File: src/rtl/pc_tx_word_serialiser_if.sv
// Router-side bundle for the PC_TX word serialiser: word/start command in, status and serial line out.
interface pc_tx_word_serialiser_if;
  logic [31:0] word;
  logic        next_cmd;
  logic        serial_is_busy;
  logic        word_done;
  logic        overrun_err;
  logic        uart_tx;

  modport master (
    output word,
    output next_cmd,
    input  serial_is_busy,
    input  word_done,
    input  overrun_err,
    input  uart_tx
  );

  modport slave (
    input  word,
    input  next_cmd,
    output serial_is_busy,
    output word_done,
    output overrun_err,
    output uart_tx
  );
endinterface

File: src/rtl/pc_tx_word_serialiser.sv
// Sends a 32-bit word as four UART bytes, MSB byte first, LSB bit first (8N1).
// Define PC_TX_PARITY_EN to insert an even-parity bit per byte (8E1).
module pc_tx_word_serialiser #(
  parameter int unsigned CLKS_PER_BIT = 434
) (
  input logic                   i_clock,
  input logic                   i_reset_n,
  pc_tx_word_serialiser_if.slave bus
);

  typedef enum logic [2:0] {
    StIdle,
    StStart,
    StData,
`ifdef PC_TX_PARITY_EN
    StParity,
`endif
    StStop
  } state_e;

  localparam logic [15:0] BaudLast = 16'(CLKS_PER_BIT - 1);

  state_e      state_q, state_d;
  logic [15:0] baud_q, baud_d;
  logic [2:0]  bit_q, bit_d;
  logic [1:0]  byte_q, byte_d;
  logic [31:0] shift_q, shift_d;
  logic        tx_q, tx_d;
  logic        busy_q, busy_d;
  logic        done_q, done_d;
  logic        err_q, err_d;

  logic        baud_end;
  logic [7:0]  cur_byte;
  logic [2:0]  bit_nxt;

  // The byte on the wire always sits in the top eight bits of the shift register.
  assign cur_byte = shift_q[31:24];
  assign baud_end = (baud_q == BaudLast);
  assign bit_nxt  = bit_q + 3'd1;

  always_comb begin
    state_d = state_q;
    baud_d  = baud_q;
    bit_d   = bit_q;
    byte_d  = byte_q;
    shift_d = shift_q;
    tx_d    = tx_q;
    busy_d  = busy_q;
    done_d  = 1'b0;
    err_d   = 1'b0;

    if (state_q != StIdle) begin
      baud_d = baud_end ? 16'd0 : baud_q + 16'd1;
      // A command while a word is in flight is dropped and flagged.
      err_d  = bus.next_cmd;
    end

    unique case (state_q)
      StIdle: begin
        tx_d   = 1'b1;
        busy_d = 1'b0;
        baud_d = 16'd0;
        bit_d  = 3'd0;
        byte_d = 2'd0;
        if (bus.next_cmd) begin
          shift_d = bus.word;
          state_d = StStart;
          tx_d    = 1'b0;
          busy_d  = 1'b1;
        end
      end
      StStart: begin
        if (baud_end) begin
          state_d = StData;
          bit_d   = 3'd0;
          tx_d    = cur_byte[0];
        end
      end
      StData: begin
        if (baud_end) begin
          if (bit_q == 3'd7) begin
`ifdef PC_TX_PARITY_EN
            state_d = StParity;
            tx_d    = ^cur_byte;
`else
            state_d = StStop;
            tx_d    = 1'b1;
`endif
          end else begin
            bit_d = bit_nxt;
            tx_d  = cur_byte[bit_nxt];
          end
        end
      end
`ifdef PC_TX_PARITY_EN
      StParity: begin
        if (baud_end) begin
          state_d = StStop;
          tx_d    = 1'b1;
        end
      end
`endif
      StStop: begin
        if (baud_end) begin
          if (byte_q == 2'd3) begin
            state_d = StIdle;
            tx_d    = 1'b1;
            busy_d  = 1'b0;
            done_d  = 1'b1;
          end else begin
            // No inter-byte gap: next start bit follows the stop bit directly.
            byte_d  = byte_q + 2'd1;
            shift_d = {shift_q[23:0], 8'h00};
            state_d = StStart;
            tx_d    = 1'b0;
          end
        end
      end
      default: begin
        state_d = StIdle;
        tx_d    = 1'b1;
        busy_d  = 1'b0;
      end
    endcase
  end

  always_ff @(posedge i_clock) begin
    if (!i_reset_n) begin
      state_q <= StIdle;
      baud_q  <= 16'd0;
      bit_q   <= 3'd0;
      byte_q  <= 2'd0;
      shift_q <= 32'd0;
      tx_q    <= 1'b1;
      busy_q  <= 1'b0;
      done_q  <= 1'b0;
      err_q   <= 1'b0;
    end else begin
      state_q <= state_d;
      baud_q  <= baud_d;
      bit_q   <= bit_d;
      byte_q  <= byte_d;
      shift_q <= shift_d;
      tx_q    <= tx_d;
      busy_q  <= busy_d;
      done_q  <= done_d;
      err_q   <= err_d;
    end
  end

  assign bus.uart_tx        = tx_q;
  assign bus.serial_is_busy = busy_q;
  assign bus.word_done      = done_q;
  assign bus.overrun_err    = err_q;

endmodule

File: src/flat_wrapper.sv
// flat-port wrapper written by rule: the top's interface ports become plain ports
module pc_tx_word_serialiser_flat 
#(
  parameter int unsigned CLKS_PER_BIT = 434
)
  (i_clock, i_reset_n, bus_word, bus_next_cmd, bus_serial_is_busy, bus_word_done, bus_overrun_err, bus_uart_tx);
  pc_tx_word_serialiser_if bus_i ();
  input logic i_clock;
  input logic i_reset_n;
  input wire logic [$bits(bus_i.word)-1:0] bus_word;
  input wire logic [$bits(bus_i.next_cmd)-1:0] bus_next_cmd;
  output wire logic [$bits(bus_i.serial_is_busy)-1:0] bus_serial_is_busy;
  output wire logic [$bits(bus_i.word_done)-1:0] bus_word_done;
  output wire logic [$bits(bus_i.overrun_err)-1:0] bus_overrun_err;
  output wire logic [$bits(bus_i.uart_tx)-1:0] bus_uart_tx;
  assign bus_i.word = bus_word;
  assign bus_i.next_cmd = bus_next_cmd;
  assign bus_serial_is_busy = bus_i.serial_is_busy;
  assign bus_word_done = bus_i.word_done;
  assign bus_overrun_err = bus_i.overrun_err;
  assign bus_uart_tx = bus_i.uart_tx;
  pc_tx_word_serialiser #(.CLKS_PER_BIT(CLKS_PER_BIT)) u_core (.i_clock(i_clock), .i_reset_n(i_reset_n), .bus(bus_i));
endmodule
File: config.mk
export PLATFORM = sky130hd
export DESIGN_NAME = pc_tx_word_serialiser_flat
export DESIGN_NICKNAME = d
export VERILOG_FILES = /design/src/rtl/pc_tx_word_serialiser_if.sv /design/src/rtl/pc_tx_word_serialiser.sv /design/src/flat_wrapper.sv
export SDC_FILE = /design/constraint.sdc
export NUM_CORES = 1
export LEC_CHECK = 0
export ABC_CLOCK_PERIOD_IN_PS = 3210
export BUFFER_PORTS_ARGS = -buffer_cell sky130_fd_sc_hd__buf_2
export CAP_MARGIN = 0
export CORE_MARGIN = 5
export CORE_UTILIZATION = 50
export CTS_CLUSTER_DIAMETER = 80
export DETAILED_ROUTE_END_ITERATION = 8
export PLACE_DENSITY = 0.76
export SLEW_MARGIN = 15
export SYNTH_ARGS = -nofsm -noshare
export SYNTH_HDL_FRONTEND = slang
export SYNTH_SLANG_ARGS = --single-unit
export TNS_END_PERCENT = 50
File: constraint.sdc
create_clock -name i_clock -period 3.21 [get_ports i_clock]
set_input_delay 0.642 -clock i_clock [delete_from_list [all_inputs] [get_ports i_clock]]
set_output_delay 0.642 -clock i_clock [all_outputs]
set_load 0.05 [all_outputs]
==> run metrics <==
Routed WL 6.351 mm; fin. max-slew vios 0; most frequent cells in the layout 59 x dfxtp_1, 46 x nand2_1, 38 x buf_2, 25 x mux2i_1, 18 x o221a_2; Total GRT Usage roughly 18%; max incr delay on CP just over 0.6 ns; Worst-path clk slew about 0.07 ns; Core Rows 28; CP cell instances inv_1, ha_1, nand2b_1, o211a_1, nor2b_4, o221a_2; DR iter-0 viols around 120; Hold Vio Cnt, Final 0; Final HPWL DP 4.338 mm; Yosys reg bits 59; Post-DRT Antenna Nets 0; buffers plus inverters on the worst setup path 1; synth warn 0; R2R cell count 6; most common cell after layout, fill and taps aside dfxtp_1; Crit Path Category reg2reg; Worst Setup Slack, final 1.110 ns; initial antenna violation count 0; Post-Synth Adder-Cell Area between 3 and 4%; slowest stage cell, crit path nor2b_4; Filler Cells Inserted about 560; Critical R2R Capture u_core.shift_q[16]; via count 2414; CTS buffer count 9; Final period util 65.42%; fmax 476.2 MHz; Syn Area/Cell approximately 9.6 um^2; hold depth 2; pwr dens around 830 nW/um^2; Layout area overhead 13.62%; Nets 381; Die Ht about 87 um; Post-Synth XOR/XNOR Area 2.970%; Finished Layout Cells 417; Peak VDD IR ~0.00040 V; Core Util, Final just under 60%; sequential share of the synthesized area 40.05%; I/O Pins 39; RD Place Congestion 0.8233; DR pass1 iterations 4; TritonCTS clock tree yes; Critical Path Fanout Max 32; Synth Area in Simple Gates 19.22%; crit path DAT 2.38 ns; outcome finished clean; Yosys cell types 43; Die W a little under 90 um; Hold-fix buffers, CTS 0; Startpoint Class register; synthesized area 2949 um^2; combinational family with the most area after synthesis simple AND/OR/NAND/NOR gates; compound-gate portion of the synthesized area a little under a fifth; DR WL/cell 15.23 um; Gate Count Post-Synth roughly 310; RSZ-0062 raised after global routing no; vias in the first global route roughly 2400; flop-to-flop setup slack approximately 1.1 ns; Period minus WS final 2.100 ns; setup bufs post-CTS 0; Remaining DRCs 0; Bufs on Longest Clock Path 2; Core ar. approximately 5800 um^2; setup TNS 0 ns; die footprint 7534 um^2; Hold Path End u_core.shift_q[5]; worst hold slack about 0.46 ns; post-cts repair resize count 0; MaxCap Viol Count 0; worst hold path class reg2reg; routed vias/inst 5.789; CTS root buf clkbuf_8; post-synthesis mux area share 10.78%; Slew HR 52.28%; input/output buffers 38; layout cell share with drive strength beyond 1 around a quarter; DP Cell Count 401; Slew @ Worst Pin 0.7143 ns; remaining global-route overflow 0; Required @ worst endpoint 3.49 ns; largest net degree at the start of global routing 54; first-pass GRT wire length between 10 and 15 mm; min-delay src u_core.shift_q[5]; syn nets approximately 350; Final setup viols 0; initial core utilization 50.71%; DP Worst Slack between 1 and 1.5 ns; n_diodes 0; Pleak 0.001302 uW; RR Startpoint u_core.state_q[0]; skew final approximately 0.012 ns; clk sinks 59; worst skew pair latency between 0.3 and 0.4 ns; cell family with most CP delay simple AND/OR/NAND/NOR gates; htree depth 3; crit end category register
metal layers:
metal	vias up	GRT usage, %	share of wire, %
met4	0	5.524	0.88
li1	1192	-	-
met2	53	30.99	50
met1	1163	19.60	43
met5	-	0	0
met3	6	7.319	5.4
logic make-up (layout without fill, tap and decap cells):
family                   Yosys count  after routing
AO/OA/AOI/OAI                     63             63
buffers and inverters             30             64
flip-flops                        59             59
adder cells (fa/ha/maj)            9              9
multiplexers                      30             30
XOR/XNOR                          10             10
AND/OR/NAND/NOR                  107            107
cells in the mapped netlist, drive strengths merged:
library cell,count,area [um^2]
o31ai,2,15.01
nand2,46,172.7
clkbuf,13,48.80
and3,2,12.51
nor2b,2,20.02
or2,1,6.260
nor3b,1,12.51
nor3,1,5.000
inv,6,22.52
o211a,2,20.02
a22oi,1,7.510
nand4,15,93.84
a211oi,1,7.510
a21oi,9,45.04
o211ai,3,22.52
a31o,1,8.760
mux2,4,45.04
xnor2,3,26.28
and4b,2,20.02
xor2,7,61.31
o221a,24,270.3
and4,2,17.52
a221oi,1,15.01
ha,9,112.6
a2111o,1,11.26
nor4,2,42.54
nor4b,1,8.760
buf,11,73.82
or3,5,31.28
mux2i,25,250.2
o22ai,2,12.51
mux4,1,22.52
and2,2,12.51
nand3,7,35.03
dfxtp,59,1181
a41oi,1,27.53
nand2b,2,12.51
or4,1,7.510
nor2,15,56.30
o21ai,15,75.07
per-stage QoR:
| step | cell area, um^2 | power [uW] |
|---|---|---|
| 2_1_floorplan | 2949 | 1909 |
| 3_3_place_gp | 3143 | 2040 |
| 3_5_place_dp | 3143 | 2083 |
| 4_1_cts | 3351 | 2806 |
| 5_1_grt | 3351 | 2956 |
| 6_report | 3351 | 2791 |
worst register-to-register path, delay by kind of cell, from the launching register on:
| kind | cells | cell delay [ns] |
|---|---|---|
| AO/OA/AOI/OAI | 2 | 0.49 |
| flip-flops | 1 | 0.39 |
| AND/OR/NAND/NOR | 2 | 0.78 |
| adder cells (fa/ha/maj) | 1 | 0.31 |
| buffers and inverters | 1 | 0.08 |
report_power, final:
group          leakage, uW  switching, uW  internal, uW
clock             0.000110            291           432
combinational     0.000708            558           420
sequential        0.000484            133           958
total              0.00130            982          1810
area by class of cell:
| type | count | area (um^2) | area share [%] |
|---|---|---|---|
| clock buffers | 10 | 127.6 | 3.809 |
| clock inverters | 6 | 80.08 | 2.390 |
| inverters | 6 | 22.52 | 0.6721 |
| multi-input cells | 219 | 1625 | 48.51 |
| flip-flops and latches | 59 | 1181 | 35.25 |
| well taps | 75 | 93.84 | 2.801 |
| repair buffers | 42 | 220.2 | 6.572 |
worst max path at each step:
stage,startpoint,to,depth (start not counted)
floorplan,u_core.state_q[0],u_core.baud_q[15],7
global route,u_core.state_q[0],u_core.shift_q[3],6
finish,u_core.state_q[0],u_core.shift_q[16],6
detailed placement,u_core.baud_q[0],u_core.shift_q[4],5
CTS,u_core.baud_q[0],u_core.shift_q[4],5
global placement,bus_next_cmd,u_core.shift_q[31],5
registers in the layout (all words and copies together) (netlist names):
name	count
u_core.bus.serial_is_busy	1
u_core.shift_q	32
u_core.bus.word_done	1
u_core.bus.overrun_err	1
u_core.byte_q	2
u_core.state_q	2
u_core.bit_q	3
u_core.baud_q	16
u_core.bus.uart_tx	1
Power figures use the tool's default switching activity.
